==> src/rtl/stream_arb_pkg.sv <==
// Shared types and helpers for the packet-locking round-robin stream multiplexer.
package stream_arb_pkg;

    typedef enum logic {
        IDLE   = 1'b0,
        LOCKED = 1'b1
    } arb_state_e;

    localparam int unsigned MAX_STREAMS = 16;

    // Width of a stream index; never narrower than one bit so N=1 still has a port.
    function automatic int unsigned idx_width(input int unsigned n);
        return (n > 1) ? $clog2(n) : 1;
    endfunction

    localparam int unsigned MAX_IDX_W = idx_width(MAX_STREAMS);

endpackage

==> src/rtl/stream_arb_mux_if.sv <==
// Bundle of the N input streams, the merged output stream and the lock status.
interface stream_arb_mux_if
    import stream_arb_pkg::*;
#(
    parameter int unsigned N = 4,
    parameter int unsigned W = 32
) ();

    localparam int unsigned IW = idx_width(N);

    logic [N-1:0]   in_valid;
    logic [N-1:0]   in_ready;
    logic [N*W-1:0] in_data;
    logic [N-1:0]   in_last;
    logic           out_valid;
    logic           out_ready;
    logic [W-1:0]   out_data;
    logic           out_last;
    logic [IW-1:0]  out_src;
    logic           busy;

    // Source side: drives the input streams and the downstream ready.
    modport master (
        output in_valid, in_data, in_last, out_ready,
        input  in_ready, out_valid, out_data, out_last, out_src, busy
    );

    // Multiplexer side.
    modport slave (
        input  in_valid, in_data, in_last, out_ready,
        output in_ready, out_valid, out_data, out_last, out_src, busy
    );

endinterface

==> src/rtl/stream_reg_slice.sv <==
// Two-entry skid buffer: full throughput with registered outputs and a registered ready.
module stream_reg_slice #(
    parameter int unsigned PW = 8
) (
    input  logic          clk,
    input  logic          rst,
    input  logic          in_valid,
    output logic          in_ready,
    input  logic [PW-1:0] in_data,
    output logic          out_valid,
    input  logic          out_ready,
    output logic [PW-1:0] out_data
);

    logic          main_valid;
    logic [PW-1:0] main_data;
    logic          skid_valid;
    logic [PW-1:0] skid_data;

    // Ready only depends on the skid entry, so it never combinationally follows out_ready.
    assign in_ready  = ~skid_valid;
    assign out_valid = main_valid;
    assign out_data  = main_data;

    always_ff @(posedge clk or posedge rst) begin
        if (rst) begin
            main_valid <= 1'b0;
            main_data  <= '0;
            skid_valid <= 1'b0;
            skid_data  <= '0;
        end else if (!main_valid || out_ready) begin
            if (skid_valid) begin
                main_valid <= 1'b1;
                main_data  <= skid_data;
                skid_valid <= 1'b0;
            end else begin
                main_valid <= in_valid;
                if (in_valid) begin
                    main_data <= in_data;
                end
            end
        end else if (in_valid && !skid_valid) begin
            // Output stalled: park the incoming beat in the skid entry.
            skid_valid <= 1'b1;
            skid_data  <= in_data;
        end
    end

endmodule

==> src/rtl/stream_arb_mux.sv <==
// Round-robin N:1 stream multiplexer that locks onto one source for a whole packet
// and feeds the winner's beats through a two-entry output skid buffer.
module stream_arb_mux
    import stream_arb_pkg::*;
#(
    parameter int unsigned N = 4,
    parameter int unsigned W = 32
) (
    input  logic           clk,
    input  logic           rst,
    stream_arb_mux_if.slave bus
);

    localparam int unsigned IW = idx_width(N);
    localparam int unsigned PW = W + 1 + IW;

    arb_state_e    state;
    arb_state_e    state_next;
    logic [IW-1:0] winner;
    logic [IW-1:0] winner_next;
    logic [IW-1:0] last_winner;
    logic [IW-1:0] last_winner_next;

    logic [N-1:0]  valid_idle_c;
    logic [N-1:0]  rot_c;
    logic [IW-1:0] start_c;
    logic [IW:0]   offset_c;
    logic [IW:0]   sum_c;
    logic [IW-1:0] pick_c;
    logic          pick_valid_c;

    logic          sel_valid_c;
    logic          sel_last_c;
    logic [W-1:0]  sel_data_c;
    logic [N-1:0]  in_ready_c;
    logic          push_c;

    logic          slice_ready;
    logic          slice_valid;
    logic [PW-1:0] slice_out;

    // Round-robin pick: rotate requests so the search starts after the last winner,
    // take the lowest set bit, then rotate the index back. Requests are masked outside IDLE.
    always_comb begin
        valid_idle_c = (state == IDLE) ? bus.in_valid : '0;
        start_c      = (last_winner == IW'(N - 1)) ? '0 : last_winner + IW'(1);
        rot_c        = N'({valid_idle_c, valid_idle_c} >> start_c);
        pick_valid_c = 1'b0;
        offset_c     = '0;
        for (int k = int'(N) - 1; k >= 0; k--) begin
            if (rot_c[k]) begin
                pick_valid_c = 1'b1;
                offset_c     = (IW + 1)'(k);
            end
        end
        sum_c = {1'b0, start_c} + offset_c;
        if (sum_c >= (IW + 1)'(N)) begin
            sum_c = sum_c - (IW + 1)'(N);
        end
        pick_c = sum_c[IW-1:0];
    end

    // Route the locked stream's beat toward the output slice.
    always_comb begin
        sel_valid_c = 1'b0;
        sel_last_c  = 1'b0;
        sel_data_c  = '0;
        for (int k = 0; k < int'(N); k++) begin
            if (winner == IW'(k)) begin
                sel_valid_c = bus.in_valid[k];
                sel_last_c  = bus.in_last[k];
                sel_data_c  = bus.in_data[k*W +: W];
            end
        end
    end

    always_ff @(posedge clk or posedge rst) begin
        if (rst) begin
            state       <= IDLE;
            winner      <= '0;
            last_winner <= IW'(N - 1);
        end else begin
            state       <= state_next;
            winner      <= winner_next;
            last_winner <= last_winner_next;
        end
    end

    always_comb begin
        state_next       = state;
        winner_next      = winner;
        last_winner_next = last_winner;
        in_ready_c       = '0;
        push_c           = 1'b0;
        case (state)
            IDLE: begin
                if (pick_valid_c) begin
                    winner_next = pick_c;
                    state_next  = LOCKED;
                end
            end
            LOCKED: begin
                for (int k = 0; k < int'(N); k++) begin
                    if (winner == IW'(k)) begin
                        in_ready_c[k] = slice_ready;
                    end
                end
                push_c = sel_valid_c & slice_ready;
                // The final beat releases the lock on the same edge it is accepted.
                if (push_c && sel_last_c) begin
                    state_next       = IDLE;
                    last_winner_next = winner;
                end
            end
            default: begin
                state_next = IDLE;
            end
        endcase
    end

    stream_reg_slice #(
        .PW(PW)
    ) u_slice (
        .clk      (clk),
        .rst      (rst),
        .in_valid (push_c),
        .in_ready (slice_ready),
        .in_data  ({sel_last_c, winner, sel_data_c}),
        .out_valid(slice_valid),
        .out_ready(bus.out_ready),
        .out_data (slice_out)
    );

    assign bus.in_ready  = in_ready_c;
    assign bus.out_valid = slice_valid;
    assign bus.out_data  = slice_out[W-1:0];
    assign bus.out_src   = slice_out[W +: IW];
    assign bus.out_last  = slice_out[PW-1];
    assign bus.busy      = (state == LOCKED);

endmodule

==> src/flat_wrapper.sv <==
// flat-port wrapper written by rule: the top's interface ports become plain ports
module stream_arb_mux_flat import stream_arb_pkg::*;
#(
    parameter int unsigned N = 4,
    parameter int unsigned W = 32
)
  (clk, rst, bus_in_valid, bus_in_data, bus_in_last, bus_out_ready, bus_in_ready, bus_out_valid, bus_out_data, bus_out_last, bus_out_src, bus_busy);
  stream_arb_mux_if #(.N(N), .W(W)) bus_i ();
  input  logic clk;
  input  logic rst;
  input wire logic [$bits(bus_i.in_valid)-1:0] bus_in_valid;
  input wire logic [$bits(bus_i.in_data)-1:0] bus_in_data;
  input wire logic [$bits(bus_i.in_last)-1:0] bus_in_last;
  input wire logic [$bits(bus_i.out_ready)-1:0] bus_out_ready;
  output wire logic [$bits(bus_i.in_ready)-1:0] bus_in_ready;
  output wire logic [$bits(bus_i.out_valid)-1:0] bus_out_valid;
  output wire logic [$bits(bus_i.out_data)-1:0] bus_out_data;
  output wire logic [$bits(bus_i.out_last)-1:0] bus_out_last;
  output wire logic [$bits(bus_i.out_src)-1:0] bus_out_src;
  output wire logic [$bits(bus_i.busy)-1:0] bus_busy;
  assign bus_i.in_valid = bus_in_valid;
  assign bus_i.in_data = bus_in_data;
  assign bus_i.in_last = bus_in_last;
  assign bus_i.out_ready = bus_out_ready;
  assign bus_in_ready = bus_i.in_ready;
  assign bus_out_valid = bus_i.out_valid;
  assign bus_out_data = bus_i.out_data;
  assign bus_out_last = bus_i.out_last;
  assign bus_out_src = bus_i.out_src;
  assign bus_busy = bus_i.busy;
  stream_arb_mux #(.N(N), .W(W)) u_core (.clk(clk), .rst(rst), .bus(bus_i));
endmodule
==> config.mk <==
export PLATFORM = sky130hd
export DESIGN_NAME = stream_arb_mux_flat
export DESIGN_NICKNAME = d
export VERILOG_FILES = /design/src/rtl/stream_arb_pkg.sv /design/src/rtl/stream_arb_mux_if.sv /design/src/rtl/stream_reg_slice.sv /design/src/rtl/stream_arb_mux.sv /design/src/flat_wrapper.sv
export SDC_FILE = /design/constraint.sdc
export NUM_CORES = 1
export LEC_CHECK = 0
export ABC_AREA = 1
export BUFFER_PORTS_ARGS = -buffer_cell sky130_fd_sc_hd__buf_2
export CORE_AREA = 2 2 81 122
export DETAILED_ROUTE_END_ITERATION = 12
export DIE_AREA = 0 0 83 124
export PLACE_DENSITY = 0.86
export SKIP_CTS_REPAIR_TIMING = 1
export SKIP_LAST_GASP = 1
export SLEW_MARGIN = 10
export SYNTH_ARGS = -nofsm -noshare
export SYNTH_HDL_FRONTEND = slang
export SYNTH_SLANG_ARGS = --single-unit
export TNS_END_PERCENT = 30
==> constraint.sdc <==
create_clock -name clk -period 2.69 [get_ports clk]
set_input_delay 0.1345 -clock clk [delete_from_list [all_inputs] [get_ports clk]]
set_output_delay 0.1345 -clock clk [all_outputs]
set_load 0.01 [all_outputs]
* After elaboration in Yosys (flattened, before gate mapping)
Index checks and enable logic that the tools add are counted.
Widths: inputs -> output; s select.
** Cells by class
- Equal/unequal tests :: 4
- Reduce and logical (&&, ||, !) cells :: 12
- Add/subtract/negate cells :: 3
- Bitwise gates (word level) :: 4
- Muxes and demuxes :: 37
- Shifts and indexed selects :: 1
- Order comparisons :: 1
** Operators with widths (number)
- $mux 32 :: 4
- $mux 35 :: 2
- $mux 1 :: 22
- $mux 3 :: 3
- $mux 4 :: 2
- $reduce_and 2->1 :: 4
- $shr 8x2->4 :: 1
- $eq 2x2->1 const B :: 3
- $mux 2 :: 3
- $reduce_bool 2->1 :: 2
- $add 2x3->3 :: 1
- $ge 3x3->1 const B :: 1
- $not 1->1 :: 3
- $add 2x1->2 const B :: 1
- $eq 2x1->1 const B :: 1
- $logic_and 1x1->1 :: 2
- $logic_not 1->1 :: 2
- $logic_not 2->1 :: 1
- $pmux 1 s2 :: 1
- $sub 2x1->2 const B :: 1
- $and 1x1->1 :: 1
- $logic_or 1x1->1 :: 1
** Word-level totals
- Output and inout port bits :: 41
- Input port bits :: 139
- Register bits after elaboration :: 77
- Logic and storage cells :: 69

* Longest topological paths before layout
- Depth in word-level cells :: 10
- Gate-level depth with buffers :: 15
- Mapped depth without buffers :: 15

* Modules after synthesis
A second synthesis with hierarchy kept.
** Unflattened totals
- Cells, all modules :: 688
- Area total of the unflattened synthesis :: 4647.0 sq um
** Modules (own cells, without submodules)
- stream_reg_slice :: times used 1, area an instance 3285.7 sq um, sequential area each 1801.7 sq um, cells each 424
- stream_arb_mux :: times used 1, area an instance 1361.3 sq um, sequential area each 127.6 sq um, cells each 264

* Worst setup path before layout
No wires, ideal clock.
- Kind :: reg-to-reg
- From :: register u_core.last_winner[0]
- To :: register u_core.state, in the netlist u_core.bus.busy
- Buffers on the path :: 1
- Clock period less this slack :: 1.803 ns
- Cell stages (with the launch flop) :: 10
- Arrival :: 1.684 ns
- Data required time :: 2.571 ns
- Setup time :: 0.119 ns
- Setup slack :: 0.887 ns
- Cells stage by stage :: dfstp_2 > ha_1 > buf_2 > inv_1 > nand2_1 > nand2_1 > nand2_1 > nor3_1 > inv_1 > o21a_1
** On the way
- Cells in the longest elaborated chain, start to end :: 9
- Elaborated cells between the ends (all ways) :: 10
- Classes of those cells :: 1 x add/sub; 1 x eq/ne; 1 x shift; 7 x mux
** Ends and longest elaborated chain
- start: declaration :: RTL line stream_arb_mux.sv:21 : logic [IW-1:0] last_winner;
- start signal: assignment :: RTL line stream_arb_mux.sv:81 : last_winner <= IW'(N - 1);
- start signal: assignment :: RTL line stream_arb_mux.sv:85 : last_winner <= last_winner_next;
- $add 2x1->2 or $eq 2x2->1 (tied branches) :: RTL line stream_arb_mux.sv:46 : start_c = (last_winner == IW'(N - 1)) ? '0 : last_winner + IW'(1);
- $mux 2 * :: RTL line stream_arb_mux.sv:46
- $shr 8x2->4 * :: RTL line stream_arb_mux.sv:47 : rot_c = N'({valid_idle_c, valid_idle_c} >> start_c);
- $mux 1 (3 in series) :: RTL line stream_arb_mux.sv:51 : if (rot_c[k]) begin
- $mux 1 * :: RTL line stream_arb_mux.sv:51
- $mux 1 * :: RTL line stream_arb_mux.sv:97 : if (pick_valid_c) begin
- $pmux 1 s2 * :: RTL line stream_arb_mux.sv:95 : case (state)
- via u_core.state_next :: RTL line stream_arb_mux.sv:18 : arb_state_e state_next;
- end signal: assignment :: RTL line stream_arb_mux.sv:83 : state <= state_next;
- end: declaration :: RTL line stream_arb_mux.sv:17 : arb_state_e state;
The timed path passes the listed nets; every way through them passes the cells marked *.
A chain may end at the register's enable or synchronous reset.

* Final worst setup path
- From :: register u_core.winner[0]
- To :: register u_core.u_slice.skid_data[8]
** On the way
- Cells in the longest elaborated chain, start to end :: 9
- Elaborated cells between the ends (all ways) :: 16
- Classes of those cells :: 3 x eq/ne; 9 x mux; 1 x bitwise; 3 x reduce/logical
** Ends and longest elaborated chain
- start: declaration :: RTL line stream_arb_mux.sv:19 : logic [IW-1:0] winner;
- start signal: assignment :: RTL line stream_arb_mux.sv:84 : winner <= winner_next;
- $logic_not 2->1 :: RTL line stream_arb_mux.sv:69 : if (winner == IW'(k)) begin
- $mux 1 (4 in series) :: RTL line stream_arb_mux.sv:69
- $and 1x1->1 :: RTL line stream_arb_mux.sv:108 : push_c = sel_valid_c & slice_ready;
- $mux 1 :: RTL line stream_arb_mux.sv:95
- $logic_and 1x1->1 :: RTL line stream_reg_slice.sv:42 : end else if (in_valid && !skid_valid) begin
- $reduce_and 2->1 (no source line)
- end signal: assignment :: RTL line stream_reg_slice.sv:45 : skid_data <= in_data;
- end: declaration :: RTL line stream_reg_slice.sv:18 : logic [PW-1:0] skid_data;
Several ways; a longest one is shown, not always the timed one.

==> flow_metrics.py <==
metrics = {
    "status": {
        "outcome": "complete, no violations",
    },
    "power_and_ir_drop": {
        "power.static_leakage_nw": 3.14,
        "power_density_mw_per_mm2": 1290,
        "vdd_drop_max_mv": 0.637,
        "power_mw": 7.44,
    },
    "sta": {
        "timing.final.setup_violations": 0,
        "drv_slew": 0,
        "worst-slew-pin-transition_ns": 0.712,
        "relSlewSlack_pct": 52.4,
        "hold-worst-slack_ns": 0.101,
        "grt_setup_unrepaired": "false",
        "clock_skew_ns": 0.00808,
        "fin_crit_sh_pct": 85.4,
        "period_minus_slack_ns": 2.30,
        "finalHoldViolations": 0,
        "worst_slack_ns": 0.393,
        "fin_setup_tns_ns": 0,
        "fmax_ghz": 0.435,
    },
    "clocking": {
        "tritoncts_clock_tree": "done",
        "htree_num_levels": 3,
        "cts.root.buffer_cell": "clkbuf_16",
        "max-clock-path-buffers": 2,
        "cts.clk_slew.worst_paths_ns": 0.06,
        "clk-insertion-delay-late_ns": 0.34,
        "number_of_clock_sinks": 77,
        "tritoncts.num_buffers": 9,
    },
    "global_route": {
        "grt_remaining_overflow": 0,
        "grt_use_total_pct": 25.0,
        "grt_start_max_net_pins": 66,
        "number_of_global_route_vias_before_repair": 4573,
        "antenna_found_initial": 0,
        "grt_pass1_wl_mm": 20.7,
    },
    "critical_path": {
        "cp.arrival_ns": 2.54,
        "critical_path.endpoint_type": "flop",
        "worst_setup_path_start_kind": "flop",
        "worst_reg_to_reg_path_cell_count": 8,
        "criticalPathCategory": "reg2reg",
        "maximum_fanout_count_along_the_critical_path": 41,
        "worst-endpoint-required_ns": 2.93,
    },
    "min_path": {
        "holdCritPathClass": "in2reg",
        "hold_path_depth": 4,
    },
    "yosys": {
        "synthDistinctLibCells": 24,
        "synthesis.area_mm2": 0.00446,
        "synth-seq-area-share_pct": 43.2,
        "synth_area_per_cell_um2": 6.76,
        "gate_count_after_technology_mapping": 660,
        "postSynthRegisterBits": 77,
        "synth_warnings": 0,
        "synth.net_count": 800,
    },
    "final_layout": {
        "layout.nets": 963,
        "num-fill-cells": 847,
        "num_antenna_cells": 0,
        "post_route_cells_drive_above_1_share_pct": 26.8,
        "final_cell_mix": "286 x nand2_1, 179 x buf_2, 83 x nand3_1",
        "layout-area-overhead-vs-synth_pct": 28.9,
        "final_common_cell": "nand2_1",
    },
    "die": {
        "die-width_um": 83,
        "die_h_um": 124,
        "placement_rows": 43,
        "fp.dieArea_mm2": 0.0103,
        "floorplan.initialDensity_pct": 48.5,
        "placeableCoreArea_mm2": 0.00920,
        "ioPinCount": 180,
    },
    "placed_design": {
        "place.port_buffers": 179,
        "pre_cts_slack_ns": 0.464,
        "detailedPlacementHpwl_mm": 9.09,
        "place.gp.congestion": 0.845,
    },
    "routing": {
        "count_of_vias_placed_by_the_detailed_router": 4897,
        "drt_iter0_drc": 407,
        "detail_route.vias_per_cell": 5.21,
        "wire_per_inst_um": 13.7,
        "first_pass_iters": 5,
        "ant_nets": 0,
        "postRouteWirelength_mm": 12.9,
        "post-route-drc-count": 0,
    },
    "run": {
        "drv_cap": 0,
    },
}
[where the power goes]
| group | leakage [nW] | total [mW] | switching (mW) | internal, mW |
|---|---|---|---|---|
| sequential | 0.961 | 2.05 | 0.327 | 1.72 |
| combinational | 2.03 | 4.14 | 2.73 | 1.41 |
| clock | 0.152 | 1.25 | 0.457 | 0.793 |
[per-layer routing]
metal,part of all wire (%),track usage [%]
met3,6.9,6.10
met2,52,44.5
met1,39,29.2
met5,0,0
met4,2.1,9.43
[path summary, 6_finish.rpt]
kind / startpoint / end / slack (ns)
hold / removal: bus_out_ready / u_core.u_slice.skid_valid / 0.10
max in group asynchronous: rst / u_core.u_slice.out_data[12] / 1.53
hold reg to reg: u_core.u_slice.out_data[17] / u_core.u_slice.out_data[17] / 0.46
min in group asynchronous: rst / u_core.u_slice.out_data[10] / 0.44
setup / recovery: u_core.winner[0] / u_core.u_slice.skid_data[8] / 0.39
setup reg to reg: u_core.winner[0] / u_core.u_slice.skid_data[8] / 0.39
[through the flow]
step,utilization (%),instance area (um2),std cells
final,62.5,5750,940
after global routing,62.5,5750,940
after CTS,62.4,5740,939
after detailed placement,59.0,5430,923
after global placement,59.0,5430,923
after floorplan,-,4460,660
[cell type report]
type	count	area, um2	share of cell area (%)
sequential	77	1930	33.6
timing repair buffer	193	1020	17.7
tap	112	140	2.44
clock inverter	3	42.5	0.739
inverter	46	174	3.02
clock buffer	13	270	4.70
multi-input combinational	496	2180	37.9
[logic make-up after synthesis]
kind of cell | after synthesis | share of synthesized area [%]
AND/OR/NAND/NOR | 415 | 39.2
flip-flops | 77 | 43.2
AO/OA/AOI/OAI | 80 | 9.31
buffers and inverters | 87 | 7.96
adder cells (fa/ha/maj) | 1 | 0.280
[cells in the mapped netlist]
cell type	number	share of area, %
o21ai_0	63	7.1
or2_2	1	0.14
nor2_1	10	0.84
nand3_1	83	9.3
nand4_1	29	4.1
buf_6	1	0.25
o21ai_1	7	0.79
o21ai_4	1	0.36
dfrtp_1	75	42
nor2_2	2	0.28
dfstp_2	2	1.2
ha_1	1	0.28
buf_1	2	0.17
inv_2	4	0.34
a21oi_1	7	0.79
buf_4	2	0.34
nor3_1	2	0.22
nand2_2	2	0.28
buf_2	11	1.2
clkbuf_1	25	2.1
inv_1	42	3.5
o22ai_1	1	0.14
nand2_1	286	24
o21a_1	1	0.17
[registers in the layout (all words and copies together) (netlist names)]
| signal | flops |
|---|---|
| u_core.bus.busy | 1 |
| u_core.last_winner | 2 |
| u_core.u_slice.out_data | 35 |
| u_core.u_slice.out_valid | 1 |
| u_core.u_slice.skid_data | 35 |
| u_core.u_slice.skid_valid | 1 |
| u_core.winner | 2 |
[worst max-delay path, stage by stage (launching register included)]
cell and delay, ns:
dfrtp_1 0.63, nand2_1 0.20, or2_2 0.30, nand3_1 0.15, nor2_2 0.08, nand2_2 0.39, buf_12 0.26, nand2_1 0.08
o21ai_0 0.10
Note: power is estimated with default switching activity, not from simulation.
